**src/rtl/id_ex_stage.sv**
```systemverilog
// ID/EX pipeline register with load-use hazard detection and EX/MEM, MEM/WB operand forwarding.
// Latency: one cycle from decode inputs to A/B/control outputs; forwarding and Hazard_Stall are combinational.
// Backpressure: Stall holds the stage, Flush squashes it, Hazard_Stall inserts a bubble and holds upstream.
module id_ex_stage #(
  parameter int WIDTH = 32,
  parameter int OP_SZ = 4
) (
  input  logic             clk,
  input  logic             rst,
  input  logic             Stall,
  input  logic             Flush,
  input  logic             In_Valid,
  input  logic [4:0]       Rs_Addr,
  input  logic [4:0]       Rt_Addr,
  input  logic [4:0]       Rd_Addr,
  input  logic [WIDTH-1:0] Rs_Data,
  input  logic [WIDTH-1:0] Rt_Data,
  input  logic [WIDTH-1:0] Imm,
  input  logic             Use_Imm,
  input  logic [OP_SZ-1:0] ALU_Sel_In,
  input  logic             Reg_Write_In,
  input  logic             Mem_Read_In,
  input  logic             EXMEM_RegWrite,
  input  logic [4:0]       EXMEM_Rd,
  input  logic [WIDTH-1:0] EXMEM_Result,
  input  logic             MEMWB_RegWrite,
  input  logic [4:0]       MEMWB_Rd,
  input  logic [WIDTH-1:0] MEMWB_Result,
  output logic [WIDTH-1:0] A,
  output logic [WIDTH-1:0] B,
  output logic [OP_SZ-1:0] ALU_Sel,
  output logic [4:0]       Rd_Out,
  output logic             Reg_Write_Out,
  output logic             Mem_Read_Out,
  output logic             Valid_Out,
  output logic             Hazard_Stall
);

  typedef struct packed {
    logic             valid;
    logic             reg_write;
    logic             mem_read;
    logic             use_imm;
    logic [OP_SZ-1:0] alu_sel;
    logic [4:0]       rs;
    logic [4:0]       rt;
    logic [4:0]       rd;
    logic [WIDTH-1:0] rs_data;
    logic [WIDTH-1:0] rt_data;
    logic [WIDTH-1:0] imm;
  } ex_t;

  ex_t ex_q;
  ex_t ex_d;
  logic load_use;
  logic [WIDTH-1:0] rs_fwd;
  logic [WIDTH-1:0] rt_fwd;

  always_comb begin
    ex_d           = '0;
    ex_d.valid     = In_Valid;
    ex_d.reg_write = Reg_Write_In;
    ex_d.mem_read  = Mem_Read_In;
    ex_d.use_imm   = Use_Imm;
    ex_d.alu_sel   = ALU_Sel_In;
    ex_d.rs        = Rs_Addr;
    ex_d.rt        = Rt_Addr;
    ex_d.rd        = Rd_Addr;
    ex_d.rs_data   = Rs_Data;
    ex_d.rt_data   = Rt_Data;
    ex_d.imm       = Imm;
  end

  // A load in EX whose destination feeds the decoding instruction cannot be forwarded in time.
  assign load_use = In_Valid & ex_q.valid & ex_q.mem_read & (ex_q.rd != 5'd0) &
                    ((ex_q.rd == Rs_Addr) | ((ex_q.rd == Rt_Addr) & ~Use_Imm));
  assign Hazard_Stall = load_use & ~Stall & ~Flush;

  always_ff @(posedge clk) begin
    if (rst) begin
      ex_q <= '0;
    end else if (Flush) begin
      ex_q <= '0;
    end else if (Stall) begin
      ex_q <= ex_q;
    end else if (Hazard_Stall) begin
      ex_q <= '0;
    end else begin
      ex_q <= ex_d;
    end
  end

  // EX/MEM is the younger producer, so it takes precedence over MEM/WB; r0 is never forwarded.
  always_comb begin
    rs_fwd = ex_q.rs_data;
    if (EXMEM_RegWrite && (EXMEM_Rd != 5'd0) && (EXMEM_Rd == ex_q.rs)) begin
      rs_fwd = EXMEM_Result;
    end else if (MEMWB_RegWrite && (MEMWB_Rd != 5'd0) && (MEMWB_Rd == ex_q.rs)) begin
      rs_fwd = MEMWB_Result;
    end
  end

  always_comb begin
    rt_fwd = ex_q.rt_data;
    if (EXMEM_RegWrite && (EXMEM_Rd != 5'd0) && (EXMEM_Rd == ex_q.rt)) begin
      rt_fwd = EXMEM_Result;
    end else if (MEMWB_RegWrite && (MEMWB_Rd != 5'd0) && (MEMWB_Rd == ex_q.rt)) begin
      rt_fwd = MEMWB_Result;
    end
  end

  assign A             = rs_fwd;
  assign B             = ex_q.use_imm ? ex_q.imm : rt_fwd;
  assign ALU_Sel       = ex_q.alu_sel;
  assign Rd_Out        = ex_q.rd;
  assign Reg_Write_Out = ex_q.reg_write;
  assign Mem_Read_Out  = ex_q.mem_read;
  assign Valid_Out     = ex_q.valid;

endmodule

```
**config.mk**
```make
export PLATFORM = sky130hd
export DESIGN_NAME = id_ex_stage
export DESIGN_NICKNAME = d
export VERILOG_FILES = /design/src/rtl/id_ex_stage.sv
export SDC_FILE = /design/constraint.sdc
export NUM_CORES = 1
export LEC_CHECK = 0
export ABC_AREA = 0
export ABC_CLOCK_PERIOD_IN_PS = 2100
export CORE_AREA = 2 2 124 126
export CTS_CLUSTER_DIAMETER = 200
export CTS_CLUSTER_SIZE = 20
export DETAILED_ROUTE_END_ITERATION = 8
export DIE_AREA = 0 0 126 128
export PLACE_DENSITY = 0.75
export RECOVER_POWER = 25
export SKIP_CTS_REPAIR_TIMING = 1
export SYNTH_ARGS = -nofsm -noshare
export SYNTH_HDL_FRONTEND = slang
export SYNTH_SLANG_ARGS = --single-unit
```
**constraint.sdc**
```tcl
create_clock -name clk -period 2.1 [get_ports clk]
set_input_delay 0.21 -clock clk [delete_from_list [all_inputs] [get_ports clk]]
set_output_delay 0.21 -clock clk [all_outputs]
set_load 0.01 [all_outputs]
```
==> flow_summary.ini <==
[critical_path]
crit_type = in2out
crit_arrival_ns = 2.43
end_kind = primary output
critPathTopFamily = buffers and inverters
cpPeakStageDelay_ns = 0.58
cp_num_buf_inv = 5
cp_cell_sequence = clkdlybuf4s50_1 > or4_4 > nor2_4 > nor4_4 > buf_4 > buf_12 > buf_6 > a221oi_1 > o31ai_1 > buf_2
start_kind = input pin
cp_slowest_cell = or4_4
cp.required_ns = 1.89
worst-path-max-fanout = 7

[power]
power.share.clock_pct = 48.5
p_int_mw = 5.22
seqPwrFrac_pct = 35.3
p_comb_share_pct = 16.2
leakage_nw = 4.30
power.switching_mw = 1.56
pwr_density_cell_nw_per_um2 = 672
p_sw_share_pct = 23.0
peakVddDrop_v = 0.000541

[timing]
setup_viol = 64
rsz0062_at_grt = yes
fin_skew_ns = 0.0160
drv_slew = 0
fin_ws_ns = -0.537
timing.final.crit_period_ns = 2.64
worst_slew_pin_slew_ns = 0.390
fin_setup_tns_ns = -25.59
maxSlewHeadroom_pct = 73.9
worst_hold_slack_ns = 0.388
hold_violations = 0
fin_crit_sh_pct = 126
max_freq_ghz = 0.379

[die]
die-height_microns = 128
coreArea_sq_um = 14900
die_w_microns = 126
core.rowCount = 45
start_util_pct = 39.4
dieArea_sq_um = 16100
pin_count = 276

[logic_synthesis]
synth-seq-cells = 119
syn_area_per_cell_sq_um = 9.38
synth_fp_nets = 823
yosysSeqAreaShare_pct = 40.7
synth_cells = 624
synth-compound-area-share_pct = 30.0
synth.distinct_cells = 28
synth.mux.area_fraction_pct = 5.47
synth_simple_gate_area_share_pct = 11.9
synth_xor_area_share_pct = 4.49
syn_area_sq_um = 5850
synth_top_family_by_area = compound AO/OA/AOI/OAI gates
synth_warnings = 0
synthAdderAreaFrac_pct = 0

[placed_design]
place_congestion = 0.933
hpwlAfterDp_microns = 15500
numPortBuffers = 275
placed_area_sq_um = 9020
placed_cells = 1070

[drt]
vias = 6353
ant_nets = 0
avgViaCountPerCell = 5.71
avgRoutedWirePerCell_microns = 21.0
drtIter0Drc = 509
routed_wirelength_microns = 23300
drcViolationCount = 0
drt-pass1-iter-count = 5

[layout]
fin_cells = 1112
layout_commonest_cell = clkdlybuf4s50_1
syn_to_final_growth_pct = 72.2
fill_cells = 1120
diodes = 0
nNetsFinal = 1110
final_cell_mix = 193 x clkdlybuf4s50_1, 119 x a22o_1, 108 x dfxtp_1, 59 x nor2_1, 35 x buf_4
seq_area_sq_um = 2400
drive_gt1_share_pct = 25.6
multi_input_area_sq_um = 3460
finalInstanceArea_sq_um = 10100

[clocking]
h-tree-depth = 4
numClockSinks = 119
cts_max_path_buffers = 2
clock_latency_ns = 0.42
cts-buffers-inserted = 17
cts_tree = built
clock-root-buffer = clkbuf_16
clkTransAtPathRegs_ns = 0.06

[outcome]
status = complete, but fails checks
violations = negative setup slack

[global_routing]
first_global_vias = 6320
antenna_found_initial = 1
grt_remaining_overflow = 0
grt_start_max_net_pins = 64
track_usage_pct = 26.3
grt_pass1_wl_microns = 33800

[hold_path]
hp-class = in2reg

[run]
max_cap_viol_count = 0
-- sequential cells by signal, summed over array words and instances, names as in the netlist --
signal / flops
ALU_Sel: 4
Valid_Out: 1
Reg_Write_Out: 1
Rd_Out: 5
ex_q: 107
Mem_Read_Out: 1
-- routing by layer --
| metal | GRT usage (%) | routed length [microns] | up-vias |
|---|---|---|---|
| met5 | 0 | 0 | - |
| met1 | 32.3 | 9650 | 3085 |
| met3 | 7.05 | 1570 | 43 |
| li1 | - | - | 2942 |
| met2 | 44.9 | 11600 | 283 |
| met4 | 8.79 | 502 | 0 |
-- power by group through the flow --
| stage | Combinational, mW | Clock [mW] | Sequential, mW |
|---|---|---|---|
| finish | 1.10 | 3.29 | 2.39 |
| floorplan | 0.370 | 0 | 2.42 |
| CTS | 1.07 | 3.32 | 2.38 |
| global placement | 1.04 | 0 | 2.43 |
| global route | 1.16 | 3.43 | 2.40 |
| detailed placement | 1.05 | 0 | 2.43 |
-- worst paths after layout --
check,to,cells after the start,slack (ns),startpoint
setup reg to reg,ex_q[39],6,0,Rd_Out[1]
setup / recovery,B[23],10,-0.54,EXMEM_Rd[2]
hold reg to reg,ALU_Sel[3],1,0.47,ALU_Sel[3]
hold / removal,Rd_Out[1],2,0.39,Rd_Addr[1]
-- kinds of logic after synthesis --
kind of cell              Yosys count
xor gates and xnor gates           30
and+or+nand+nor                   151
buffers and inverters              73
DFF                               119
AOI/OAI and AO/OA                 219
muxes                              32
-- cell usage after synthesis, drive strengths merged --
cell / n / area share (%)
nor3: 2 / 0.17
o41a: 1 / 0.19
a21oi: 32 / 2.7
and4: 1 / 0.15
nand4: 2 / 0.21
a221oi: 32 / 4.8
o32a: 1 / 0.17
or4: 5 / 0.64
or2: 1 / 0.11
dfxtp: 119 / 41
xor2: 13 / 1.9
buf: 37 / 5.1
o21ai: 1 / 0.085
and3: 32 / 3.4
nand2: 33 / 2.1
clkbuf: 36 / 2.3
nor4: 2 / 0.21
o31ai: 32 / 4.1
o21a: 1 / 0.13
nor3b: 1 / 0.13
a22o: 119 / 18
nor2: 68 / 4.4
xnor2: 17 / 2.5
mux2i: 32 / 5.5
nand3: 4 / 0.43
-- area by class of cell --
type                    instances  share of cell area [%]
clock buffers                  21                    4.77
clock inverters                11                    1.92
multi-input cells             432                    34.3
flip-flops and latches        119                    23.8
well taps                     188                    2.33
repair buffers                341                    32.8
-- metrics by stage --
stage                     power (mW)  util (%)  setup slack, ns
after floorplan                 2.79         -           0.0996
after global placement          3.47      60.7           -0.933
after detailed placement        3.49      60.7           -0.967
after CTS                       6.77      65.2            -1.08
after global routing            6.99      67.8           -0.614
final                           6.78      67.8           -0.537
Note: power is estimated with default switching activity, not from simulation.
